<file path="config.mk">
export PLATFORM = sky130hd
export DESIGN_NAME = relu_quant_pack
export DESIGN_NICKNAME = d
export VERILOG_FILES = /design/src/rtl/relu_quant_pack.sv
export SDC_FILE = /design/constraint.sdc
export NUM_CORES = 1
export LEC_CHECK = 0
export ABC_AREA = 1
export CORE_MARGIN = 10
export CORE_UTILIZATION = 45
export DETAILED_ROUTE_END_ITERATION = 6
export GPL_TIMING_DRIVEN = 1
export PLACE_DENSITY = 0.7
export SLEW_MARGIN = 5
export SYNTH_ARGS = -nofsm -noshare
export SYNTH_HDL_FRONTEND = slang
export SYNTH_SLANG_ARGS = --single-unit
</file>
<file path="constraint.sdc">
create_clock -name i_sclk -period 6.4 [get_ports i_sclk]
set_input_delay 1.28 -clock i_sclk [delete_from_list [all_inputs] [get_ports i_sclk]]
set_output_delay 1.28 -clock i_sclk [all_outputs]
set_load 0.02 [all_outputs]
</file>
<file path="src/rtl/relu_quant_pack.sv">
`default_nettype none
// ============================================================================
// Module   : relu_quant_pack
// Purpose  : Takes serialized signed BN results, one channel per beat. Each
//            beat goes through ReLU, a right-shift requantization and unsigned
//            saturation to WIDTH_Q bits. PACK consecutive channels are packed
//            into one wide word for the next layer's line buffer.
// Revision : 1.0 - initial release
// ----------------------------------------------------------------------------
// Ports:
//   i_sclk   in   clock
//   i_rstn   in   asynchronous active-low reset
//   i_vsync  in   frame-start pulse (clears lane/channel counters)
//   i_hsync  in   line-start pulse (sideband only)
//   i_reuse  in   parameter-reuse pulse (sideband only)
//   i_valid  in   input beat valid
//   i_tdata  in   [WIDTH_I] signed BN result for one channel
//   o_vsync  out  i_vsync delayed by 2 cycles
//   o_hsync  out  i_hsync delayed by 2 cycles
//   o_reuse  out  i_reuse delayed by 2 cycles
//   o_valid  out  packed word valid, single-cycle pulse
//   o_tdata  out  [WIDTH_Q*PACK] packed channels, lane 0 in the LSBs
//   o_last   out  word holds channel CHANNEL-1 of a pixel (qualifies o_valid)
//   o_frag   out  one-cycle pulse: a partial group was discarded at vsync
// Build option:
//   RELU_QUANT_ROUND_EN  defined -> round-half-up before the shift,
//                        undefined -> truncation.
// ============================================================================
module relu_quant_pack #(
  parameter int WIDTH_I = 27,
  parameter int WIDTH_Q = 8,
  parameter int SHIFT   = 8,
  parameter int PACK    = 8,
  parameter int CHANNEL = 64
) (
  input  logic                     i_sclk,
  input  logic                     i_rstn,
  input  logic                     i_vsync,
  input  logic                     i_hsync,
  input  logic                     i_reuse,
  input  logic                     i_valid,
  input  logic [WIDTH_I-1:0]       i_tdata,
  output logic                     o_vsync,
  output logic                     o_hsync,
  output logic                     o_reuse,
  output logic                     o_valid,
  output logic [WIDTH_Q*PACK-1:0]  o_tdata,
  output logic                     o_last,
  output logic                     o_frag
);

  localparam int c_LANE_W = (PACK > 1) ? $clog2(PACK) : 1;
  localparam int c_CH_W   = (CHANNEL > 1) ? $clog2(CHANNEL) : 1;
  localparam logic [c_LANE_W-1:0] c_LANE_MAX = c_LANE_W'(PACK - 1);
  localparam logic [c_CH_W-1:0]   c_CH_LAST  = c_CH_W'(CHANNEL - PACK);
  localparam logic [c_CH_W-1:0]   c_CH_STEP  = c_CH_W'(PACK);
`ifdef RELU_QUANT_ROUND_EN
  localparam logic [WIDTH_I:0]    c_HALF     = (WIDTH_I + 1)'(1) << (SHIFT - 1);
`endif

  // --------------------------------------------------------------------------
  // Stage 1: ReLU + requantization + saturation
  // --------------------------------------------------------------------------
  logic [WIDTH_I:0]    w_ext;
  logic [WIDTH_I:0]    w_sum;
  logic [WIDTH_I:0]    w_t;
  logic                w_sat;
  logic [WIDTH_Q-1:0]  w_q;

  always_comb begin
    // One extra bit of headroom so the rounding add cannot wrap.
    w_ext = {1'b0, i_tdata};
`ifdef RELU_QUANT_ROUND_EN
    w_sum = w_ext + c_HALF;
`else
    w_sum = w_ext;
`endif
    w_t   = w_sum >> SHIFT;
    w_sat = |w_t[WIDTH_I:WIDTH_Q];
    if (i_tdata[WIDTH_I-1]) begin
      w_q = '0;
    end else if (w_sat) begin
      w_q = '1;
    end else begin
      w_q = w_t[WIDTH_Q-1:0];
    end
  end

  logic                r_s1_valid;
  logic [WIDTH_Q-1:0]  r_s1_q;
  // First sideband stage doubles as the vsync marker aligned to stage-1 data.
  logic                r_vs_d1, r_hs_d1, r_ru_d1;
  logic                r_vs_d2, r_hs_d2, r_ru_d2;

  always_ff @(posedge i_sclk or negedge i_rstn) begin
    if (!i_rstn) begin
      r_s1_valid <= 1'b0;
      r_s1_q     <= '0;
      r_vs_d1    <= 1'b0;
      r_hs_d1    <= 1'b0;
      r_ru_d1    <= 1'b0;
      r_vs_d2    <= 1'b0;
      r_hs_d2    <= 1'b0;
      r_ru_d2    <= 1'b0;
    end else begin
      r_s1_valid <= i_valid;
      if (i_valid) begin
        r_s1_q <= w_q;
      end
      r_vs_d1 <= i_vsync;
      r_hs_d1 <= i_hsync;
      r_ru_d1 <= i_reuse;
      r_vs_d2 <= r_vs_d1;
      r_hs_d2 <= r_hs_d1;
      r_ru_d2 <= r_ru_d1;
    end
  end

  // --------------------------------------------------------------------------
  // Stage 2: lane packing
  // A vsync travels alongside the beat that arrived with it, so the counters
  // are cleared here one cycle later than the input; the beat that came with
  // vsync then lands in lane 0 of the new frame.
  // --------------------------------------------------------------------------
  logic [c_LANE_W-1:0]      r_lane;
  logic [c_CH_W-1:0]        r_chan;
  logic [WIDTH_Q*PACK-1:0]  r_pack;
  logic [WIDTH_Q*PACK-1:0]  r_tdata;
  logic                     r_valid;
  logic                     r_last;
  logic                     r_frag;

  logic [c_LANE_W-1:0]      w_lane;
  logic [c_CH_W-1:0]        w_chan;
  logic                     w_done;
  logic                     w_ch_last;
  logic [WIDTH_Q*PACK-1:0]  w_word;

  always_comb begin
    w_lane    = r_vs_d1 ? '0 : r_lane;
    w_chan    = r_vs_d1 ? '0 : r_chan;
    w_done    = r_s1_valid && (w_lane == c_LANE_MAX);
    w_ch_last = (w_chan == c_CH_LAST);
    w_word    = r_pack;
    w_word[w_lane*WIDTH_Q +: WIDTH_Q] = r_s1_q;
  end

  always_ff @(posedge i_sclk or negedge i_rstn) begin
    if (!i_rstn) begin
      r_lane  <= '0;
      r_chan  <= '0;
      r_pack  <= '0;
      r_tdata <= '0;
      r_valid <= 1'b0;
      r_last  <= 1'b0;
      r_frag  <= 1'b0;
    end else begin
      if (r_s1_valid) begin
        r_pack <= w_word;
        r_lane <= w_done ? '0 : w_lane + c_LANE_W'(1);
      end else begin
        r_lane <= w_lane;
      end

      if (w_done) begin
        r_chan  <= w_ch_last ? '0 : w_chan + c_CH_STEP;
        r_tdata <= w_word;
      end else begin
        r_chan  <= w_chan;
      end

      r_valid <= w_done;
      r_last  <= w_done && w_ch_last;
      // Partial group still open when the frame restarts.
      r_frag  <= r_vs_d1 && (r_lane != '0);
    end
  end

  assign o_vsync = r_vs_d2;
  assign o_hsync = r_hs_d2;
  assign o_reuse = r_ru_d2;
  assign o_valid = r_valid;
  assign o_tdata = r_tdata;
  assign o_last  = r_last;
  assign o_frag  = r_frag;

endmodule
`default_nettype wire
</file>
==> impl_metrics.tcl, run 1 <==
set metrics [dict create \
    detail_route.vias_per_cell 5.06 \
    timing.critical_path.required_ps 6760 \
    grt-ovfl-total 0 \
    ctsResizeCount 0 \
    ys_warn_count 0 \
    async_flop_share_pct 100 \
    met1_routed_wirelength_after_detailed_routing_microns 8750 \
    via_count_of_the_first_global_routing_pass 6059 \
    clock-root-buffer "clkbuf_16" \
    hold_class "reg -> reg" \
    cts.htree.levels 4 \
    antennaDiodeCount 0 \
    r2r_slack_ps 3430 \
    global_route_wire_length_before_repair_microns 30600 \
    highest_layer "met4" \
    numCtsBuffers 17 \
    drt_first_iter_violations 688 \
    drt-pass1-iter-count 5 \
    routed-wl-met2_microns 8020 \
    synth_area_per_cell_sq_um 7.84 \
    final_util_pct 56.7 \
    drtAntennaViolNets 0 \
    postLayoutCellArea_sq_mm 0.00904 \
    pin_count_of_the_biggest_net_entering_global_routing 97 \
    gpl.final_weighted_congestion 0.939 \
    clk_latency_ps 430 \
    vias 6297 \
    cpMaxStageDelayCell "ha_1" \
    io_buffer_count 94 \
    critPathArrivalTime_ps 3330 \
    drc 0 \
    syn_nets 980 \
    synth-edff-count 0 \
    drive_gt1_share_pct 5.83 \
    core_area_sq_mm 0.0159 \
    placement_rows 46 \
    post_synth_main_area_contributors "dfrtp_1 53%, nand2_1 18%, nand3_1 13%" \
    run_status "finished clean" \
    leakage_nw 4.79 \
    layout-area-overhead-vs-synth_pct 22.7 \
    postSynth.topFlopCell "dfrtp_1" \
    timing.critical_path.from_type "flop" \
    library_cell_with_the_largest_summed_area_after_synthesis "dfrtp_1" \
    fp.dieW_microns 148 \
    hold_path.startpoint "r_ru_d1" \
    synth.cell_area_sq_mm 0.00737 \
    ys_types 30 \
    drt_wl_total_microns 18300 \
    irDropWorstVdd_v 0.000197 \
    tritoncts "done" \
    totalNegativeSetupSlack_ps 0 \
    worstReg2RegEnd "o_tdata[48]" \
    final.period_utilization_pct 46.3 \
    final_setup_fails 0 \
    grt_overall_usage_pct 17.2 \
    whs_path_depth 0 \
    die-height_microns 148 \
    synth-seq-area-share_pct 52.6 \
    postPlaceCellArea_sq_mm 0.00842 \
    synthCells 940 \
    fin_nets 1056 \
    power_density_mw_per_mm2 283 \
    avgRoutedWirePerCell_microns 14.7 \
    max_cap_viols 0 \
    worst_r2r_path_depth 9 \
    amount_of_wire_on_met3_after_detailed_routing_microns 1210 \
    holdBufCountCts 0 \
    postCtsSetupBuffers 0 \
    critical_path_type "reg -> reg" \
    slew-limit-headroom_pct 40.4 \
    critical_register_to_register_path_startpoint "r_vs_d1" \
    area_fraction_of_the_dominant_cell_type_after_synthesis_pct 52.6 \
    ffs_latches_synth 155 \
    floorplan.die_area_sq_mm 0.0219 \
    hold_violations 0 \
    clock-skew-final_ps 6.99 \
    fmax_mhz 337 \
    cts_buffer_depth 2 \
    worstPathMaxFanout 21 \
    worst-slew-pin-transition_ps 893 \
    antenna_found_initial 0 \
    min_period_ps 2970 \
    final-max-slew-violation-count 0 \
    rsz0062_at_grt "false" \
    min_to "o_reuse" \
    path_cells "inv_2 -> nand2_4 -> ha_1 -> inv_1 -> nor2_1 -> nand2_1 -> nand3_1 -> nand3_1 -> nand2_1" \
    cts.clk_slew.worst_paths_ps 60 \
    worst_path_largest_cell_delay_ps 600 \
    crit_path_end_kind "flop" \
    io-pin-count 103 \
    dp_hpwl_microns 12400 \
    initial_util_pct 46.2 \
    numClockSinks 155 \
]
-- registers in the layout, summed over array words and instances, names as in the netlist --
name / flops
o_last: 1
o_tdata: 64
o_hsync: 1
r_chan: 6
r_s1_q: 8
o_valid: 1
o_reuse: 1
r_s1_valid: 1
r_ru_d1: 1
o_frag: 1
r_pack: 64
o_vsync: 1
r_lane: 3
r_hs_d1: 1
r_vs_d1: 1
-- Yosys cell counts (7+ instances only) --
cell and n:
dfrtp_1 155, inv_1 95, buf_1 9, nor2_1 27
nand2_1 360, ha_1 7, o21ai_0 11, clkbuf_1 24
nand3b_1 8, nand3_1 196, nand2_2 8, o21ai_1 8
-- metrics by stage --
step	hold slack [ps]	setup slack (ps)	cells	power (W)
after CTS	356	3440	1245	0.00257
after global placement	332	3490	1213	0.00148
final	351	3430	1245	0.00256
after floorplan	331	3940	940	0.00141
after global routing	359	3140	1245	0.00268
after detailed placement	342	3480	1213	0.00150
-- per-layer routing --
metal,up-vias,track usage [%]
met5,-,0
met4,0,5.95
met3,23,4.76
met2,195,25.8
met1,2956,23.3
li1,3123,-
-- layout by cell type, fill, tap and decap left out --
cell type | netlist | final
o21ai_0 | 11 | 11
buf_4 | 1 | 4
clkbuf_1 | 24 | 2
clkinv_1 | 1 | 1
a21oi_1 | 2 | 2
nand3_1 | 196 | 196
clkbuf_8 | 0 | 2
nand3_4 | 1 | 1
nand4_1 | 3 | 3
nor3b_2 | 1 | 1
nor2_1 | 27 | 27
nor2_8 | 1 | 1
inv_1 | 95 | 93
inv_6 | 0 | 1
clkdlybuf4s50_1 | 0 | 93
nand2_2 | 8 | 9
o21ai_1 | 8 | 8
nand3b_1 | 8 | 8
nor2_2 | 1 | 1
nor2_4 | 2 | 2
clkinv_2 | 0 | 3
xor2_1 | 1 | 1
nand2_1 | 360 | 359
nand2_4 | 5 | 5
bufinv_16 | 0 | 4
ha_1 | 7 | 7
nor3_1 | 1 | 1
dfrtp_1 | 155 | 154
dfrtp_2 | 0 | 1
clkbuf_16 | 0 | 17
inv_2 | 2 | 4
nor2b_1 | 1 | 1
nor4_1 | 1 | 1
xnor2_1 | 1 | 1
buf_6 | 5 | 1
clkinvlp_4 | 0 | 3
-- worst max-delay path by stage --
stage,start,endpoint,slack [ps],cells past startpoint
global placement,r_vs_d1,r_chan[5],3490,9
floorplan,r_vs_d1,r_pack[47],3940,12
CTS,r_vs_d1,r_chan[5],3440,9
global route,r_vs_d1,r_chan[5],3140,9
finish,r_vs_d1,o_tdata[48],3430,9
detailed placement,r_vs_d1,r_chan[5],3480,9
-- cell families after synthesis --
family          Yosys count  synth area share [%]
compound gates           21                  1.43
xor+xnor                  2                 0.238
fa+ha+maj                 7                  1.19
buf+inv                 139                  7.67
flops                   155                  52.6
simple gates            616                  36.8
-- critical path: cells and delay by family (launching register included) --
family / cells / cell delay [ps]
and+or+nand+nor: 6 / 1210
buffers and inverters: 2 / 620
adders and majority gates: 1 / 600
DFF: 1 / 480
-- where the power goes --
group          internal [W]  switching (W)  leakage [nW]
Sequential          0.00108      0.0000503          2.09
Combinational      0.000119       0.000236          2.40
Clock              0.000672       0.000398         0.299
Total               0.00187       0.000684          4.79
-- cell type report --
cell class | count | area (sq um)
Clock buffer | 21 | 460
Fill cell | 1462 | 6900
Sequential cell | 155 | 3880
Tap cell | 216 | 270
Multi-Input combinational cell | 646 | 2930
Timing Repair Buffer | 98 | 972
Inverter | 98 | 368
Clock inverter | 11 | 166
(Power assumes the default switching activity.)
==> run 2: changes to the inputs <==
PLACE_DENSITY = 0.72   (was 0.7)
clock period = 2.5 ns   (was 6.4 ns; I/O delays follow)
==> impl_metrics.tcl, run 2 (same netlist as run 1, synthesis figures left out) <==
set metrics [dict create \
    power.sequential.fraction_pct 44.4 \
    path_cells "inv_2 -> nand2_2 -> ha_1 -> ha_1 -> inv_1 -> nor2_1 -> nand2_2 -> nor2_8 -> nand2_4 -> nand2_1 -> nand3_1 -> nand2_1" \
    final_util_pct 57.8 \
    critical_path_type "reg -> reg" \
    drt-pass1-iter-count 5 \
    initial_util_pct 46.2 \
    via_count_of_the_first_global_routing_pass 5920 \
    totalNegativeSetupSlack_ps 0 \
    grt_overall_usage_pct 17.2 \
    vias 6291 \
    drt_wl_total_microns 18300 \
    io-pin-count 103 \
    drive_gt1_share_pct 7.64 \
    p_switching_w 0.00176 \
    numClockSinks 155 \
    grt-ovfl-total 0 \
    amount_of_wire_on_met3_after_detailed_routing_microns 1220 \
    worstPathMaxFanout 9 \
    worst-slew-pin-transition_ps 576 \
    switching_share_pct 26.9 \
    hold_violations 0 \
    routed-wl-met2_microns 8150 \
    dp_hpwl_microns 13000 \
    avgRoutedWirePerCell_microns 14.5 \
    clk_latency_ps 430 \
    critPathTopFamily "simple AND/OR/NAND/NOR gates" \
    setup_slack_ps 200 \
    antenna_found_initial 0 \
    clock-root-buffer "clkbuf_16" \
    timing.critical_path.from_type "flop" \
    met1_routed_wirelength_after_detailed_routing_microns 8700 \
    numCtsBuffers 17 \
    drc 0 \
    irDropWorstVdd_v 0.000474 \
    mostFrequentLayoutCell "nand2_1" \
    run_status "finished clean" \
    layout-area-overhead-vs-synth_pct 24.9 \
    rsz0062_at_grt "false" \
    max_cap_viols 0 \
    cts.clk_slew.worst_paths_ps 60 \
    cts.htree.levels 4 \
    power_density_mw_per_mm2 709 \
    drt_first_iter_violations 627 \
    antennaDiodeCount 0 \
    min_period_ps 2300 \
    worst_path_largest_cell_delay_ps 450 \
    clock-skew-final_ps 8.01 \
    pre_cts_slack_ps 229 \
    clock_power_share_pct 41.1 \
    holdBufCountCts 0 \
    crit_path_end_kind "flop" \
    critical_path_buf_inv_count 2 \
    fin_nets 1075 \
    final_setup_fails 0 \
    highest_layer "met4" \
    slew-limit-headroom_pct 61.6 \
    dp_cells 1232 \
    final-max-slew-violation-count 0 \
    global_route_wire_length_before_repair_microns 30700 \
    die-height_microns 148 \
    gpl.final_weighted_congestion 0.942 \
    detail_route.vias_per_cell 4.98 \
    core_area_sq_mm 0.0159 \
    leakage_nw 4.89 \
    drtAntennaViolNets 0 \
    power.internal_w 0.00477 \
    io_buffer_count 94 \
    cpMaxStageDelayCell "ha_1" \
    finished_layout_cells 1263 \
    floorplan.die_area_sq_mm 0.0219 \
    hold_class "in -> async" \
    placement_rows 46 \
    critPathArrivalTime_ps 2660 \
    final.period_utilization_pct 92.0 \
    pin_count_of_the_biggest_net_entering_global_routing 60 \
    layout.cells.most_common_list "359 x nand2_1, 196 x nand3_1, 154 x dfrtp_1" \
    tritoncts "done" \
    share_comb_of_total_power_pct 14.4 \
    fmax_mhz 435 \
    timing.critical_path.required_ps 2860 \
    fp.dieW_microns 148 \
    cts_buffer_depth 2 \
]
## run 2: worst paths after layout
check	depth (start not counted)	from	endpoint	slack [ps]
min in group i_sclk	0	r_hs_d1	o_hsync	350
worst max-delay path	12	r_vs_d1	o_tdata[32]	200
max in group asynchronous	2	i_rstn	o_frag	1690
worst max register to register	12	r_vs_d1	o_tdata[32]	200
worst min-delay path	1	i_rstn	o_tdata[2]	20
worst min register to register	0	r_hs_d1	o_hsync	350
## run 2: area by class of cell
type | instances | area, sq um
multi-input cells | 646 | 2930
repair buffers | 117 | 1140
inverters | 98 | 368
clock buffers | 21 | 480
flip-flops and latches | 155 | 3880
well taps | 216 | 270
clock inverters | 10 | 139
fillers | 1456 | 6740
## run 2: through the flow
step           instance area, sq um  power (W)  hold slack, ps
2_1_floorplan                  7370    0.00360             204
3_3_place_gp                   8590    0.00382             333
3_5_place_dp                   8590    0.00388             343
4_1_cts                        9210    0.00658            40.7
5_1_grt                        9210    0.00688            62.9
6_report                       9210    0.00653            22.6
## run 2: layer usage
layer | vias to the layer above | GRT usage [%]
met1 | 2931 | 24.2
met4 | 0 | 4.46
met3 | 18 | 5.13
met5 | - | 0
met2 | 189 | 25.1
li1 | 3153 | -
## run 2: power groups by stage
stage / sequential [W] / combinational, W / clock (W)
detailed placement: 0.00294 / 0.000939 / 0
global placement: 0.00293 / 0.000892 / 0
finish: 0.00290 / 0.000943 / 0.00269
global route: 0.00293 / 0.00109 / 0.00286
CTS: 0.00290 / 0.000946 / 0.00273
floorplan: 0.00292 / 0.000684 / 0
## run 2: what timing repair did
item / in CTS / in global routing
resized for setup: 0 / 1
endpoints found under the setup margin: 0 / 2
setup buffers: 0 / 0
## run 2: worst register-to-register path, cell delays in order, from the launching register on
cell and delay [ps]:
dfrtp_1 400, inv_2 170, nand2_2 80, ha_1 270
ha_1 450, inv_1 70, nor2_1 110, nand2_2 100
nor2_8 200, nand2_4 110, nand2_1 120, nand3_1 100
nand2_1 80
==> run 3: changes to the inputs <==
ABC_AREA = default   (was 1)
PLACE_DENSITY = 0.73   (was 0.72)
==> impl_metrics.tcl, run 3 <==
set metrics [dict create \
    power_density_mw_per_mm2 676 \
    finished_layout_cells 1015 \
    grt-ovfl-total 0 \
    initial_util_pct 45.9 \
    worst-slew-pin-transition_ps 622 \
    final.period_utilization_pct 94.9 \
    crit_path_start "r_vs_d1" \
    area_fraction_of_the_dominant_cell_type_after_synthesis_pct 55.4 \
    io-pin-count 103 \
    timing.critical_path.required_ps 2810 \
    library_cell_with_the_largest_summed_area_after_synthesis "dfrtp_1" \
    tritoncts "done" \
    fp.dieW_microns 145 \
    drt_wl_total_microns 16900 \
    core_area_sq_mm 0.0153 \
    vias 5337 \
    whs_path_depth 0 \
    critical_path_buf_inv_count 3 \
    critical_path_type "reg -> reg" \
    worst_r2r_path_depth 9 \
    r2r_slack_ps 130 \
    cts.htree.levels 4 \
    async_flop_share_pct 100 \
    gpl.final_weighted_congestion 0.840 \
    numCtsBuffers 17 \
    final_setup_fails 0 \
    hold_class "reg -> reg" \
    synth-seq-area-share_pct 55.4 \
    min_to "o_reuse" \
    syn_nets 735 \
    rsz0062_at_grt "false" \
    fmax_mhz 422 \
    synth_area_per_cell_sq_um 10.1 \
    totalNegativeSetupSlack_ps 0 \
    cts.clk_slew.worst_paths_ps 60 \
    numClockSinks 155 \
    detail_route.vias_per_cell 5.26 \
    avgRoutedWirePerCell_microns 16.6 \
    synth-edff-count 0 \
    timing.critical_path.from_type "flop" \
    fin_nets 831 \
    die-height_microns 145 \
    cts_buffer_depth 2 \
    final-max-slew-violation-count 0 \
    crit_path_end_kind "flop" \
    post_synth_main_area_contributors "dfrtp_1 55%, mux2i_1 7.9%, nand2_1 7.7%" \
    synth.cell_area_sq_mm 0.00701 \
    dp_hpwl_microns 11700 \
    clock-root-buffer "clkbuf_16" \
    worstPathMaxFanout 14 \
    io_buffer_count 94 \
    placement_rows 45 \
    dp_cells 982 \
    mostFrequentLayoutCell "dfrtp_1" \
    leakage_nw 3.92 \
    drtAntennaViolNets 0 \
    critical_register_to_register_path_startpoint "r_vs_d1" \
    clk_latency_ps 430 \
    ys_types 47 \
    min_period_ps 2370 \
    hold_path.startpoint "r_ru_d1" \
    layout-area-overhead-vs-synth_pct 28.0 \
    critPathTopFamily "simple AND/OR/NAND/NOR gates" \
    cpMaxStageDelayCell "or4b_1" \
    worst_path_largest_cell_delay_ps 530 \
    max_cap_viols 0 \
    run_status "finished clean" \
    global_route_wire_length_before_repair_microns 27800 \
    pin_count_of_the_biggest_net_entering_global_routing 109 \
    hold_violations 0 \
    irDropWorstVdd_v 0.000535 \
    drc 0 \
    final_util_pct 58.8 \
    ffs_latches_synth 155 \
    critPathArrivalTime_ps 2680 \
    number_of_fillers_in_the_final_layout 1265 \
    path_cells "buf_4 -> nor2b_2 -> inv_1 -> ha_4 -> nand2_1 -> or4b_1 -> buf_4 -> nand2_1 -> o21ai_1" \
    drt-pass1-iter-count 4 \
    antennaDiodeCount 0 \
    synthCells 695 \
    postSynth.topFlopCell "dfrtp_1" \
    ys_top_cells_by_count "155 x dfrtp_1, 143 x nand2_1, 61 x o21ai_0" \
    layout.cells.most_common_list "155 x dfrtp_1, 140 x nand2_1, 93 x clkdlybuf4s50_1" \
    antenna_found_initial 0 \
    drive_gt1_share_pct 11.4 \
    worstReg2RegEnd "r_pack[16]" \
    clock-skew-final_ps 7.84 \
    ys_warn_count 0 \
    slew-limit-headroom_pct 58.4 \
    via_count_of_the_first_global_routing_pass 5479 \
    synth.most_common_cell "dfrtp_1" \
    floorplan.die_area_sq_mm 0.0210 \
    grt_overall_usage_pct 16.9 \
    drt_first_iter_violations 304 \
]
run 3: cell types whose count changed after synthesis, moves of 8 or more:
cell,change
a21oi_1,+10
buf_2,+17
a31oi_1,+14
o22ai_1,+9
and2_1,+14
buf_1,-8
inv_1,-78
nand2_1,-217
nand3_1,-189
nor3_1,+8
mux2i_1,+55
o21ai_0,+50
nor2b_1,+11
o21ai_1,+39
run 3: worst max-delay path by stage:
| stage | endpoint | slack (ps) | cells past startpoint |
|---|---|---|---|
| 6_report | r_pack[16] | 130 | 9 |
| 5_1_grt | r_pack[18] | 3 | 9 |
| 4_1_cts | o_last | 9 | 7 |
| 3_5_place_dp | o_last | 30 | 7 |
| 3_3_place_gp | o_last | 80 | 7 |
| 2_1_floorplan | r_pack[31] | -10 | 10 |
run 3: timing repair:
| action | 4_1_cts | 5_1_grt |
|---|---|---|
| buffers inserted | 0 | 0 |
| gates resized for setup | 0 | 5 |
| hold buffers | 1 | 0 |
| setup endpoints to repair | 0 | 38 |
| endpoints found under the hold margin | 32 | 0 |
run 3: per-layer routing:
layer	GRT usage (%)	wire, microns
met5	0	0
met4	5.32	245
met3	5.22	1100
met2	27.4	8340
met1	21.0	7200
run 3: logic make-up after synthesis:
family | count (synthesis) | share of synthesized area (%)
AOI/OAI and AO/OA | 147 | 11.1
muxes | 65 | 9.68
and+or+nand+nor | 254 | 18.1
DFF | 155 | 55.4
adders and majority gates | 7 | 1.25
buffers and inverters | 66 | 4.43
xor gates and xnor gates | 1 | 0.125
run 3: final cells by class:
cell class | count | area (sq um) | share of cell area, %
flip-flops and latches | 155 | 3880 | 43.2
multi-input cells | 474 | 2880 | 32.1
repair buffers | 124 | 1190 | 13.3
clock buffers | 21 | 460 | 5.13
well taps | 211 | 264 | 2.94
clock inverters | 11 | 215 | 2.40
inverters | 19 | 76.3 | 0.851
run 3: where the power goes:
part	total (W)	switching (W)	internal [W]
clock	0.00292	0.000996	0.00192
sequential	0.00266	0.0000708	0.00259
combinational	0.000489	0.000302	0.000186
total	0.00607	0.00137	0.00470
run 3: per-stage QoR:
stage	instance area (sq um)	total power [W]	hold WS, ps	setup WS, ps
floorplan	7080	0.00297	204	-13.1
global placement	8270	0.00316	334	82.2
detailed placement	8270	0.00319	335	31.0
CTS	8950	0.00611	349	9.41
global route	8970	0.00629	352	2.50
finish	8970	0.00607	346	128
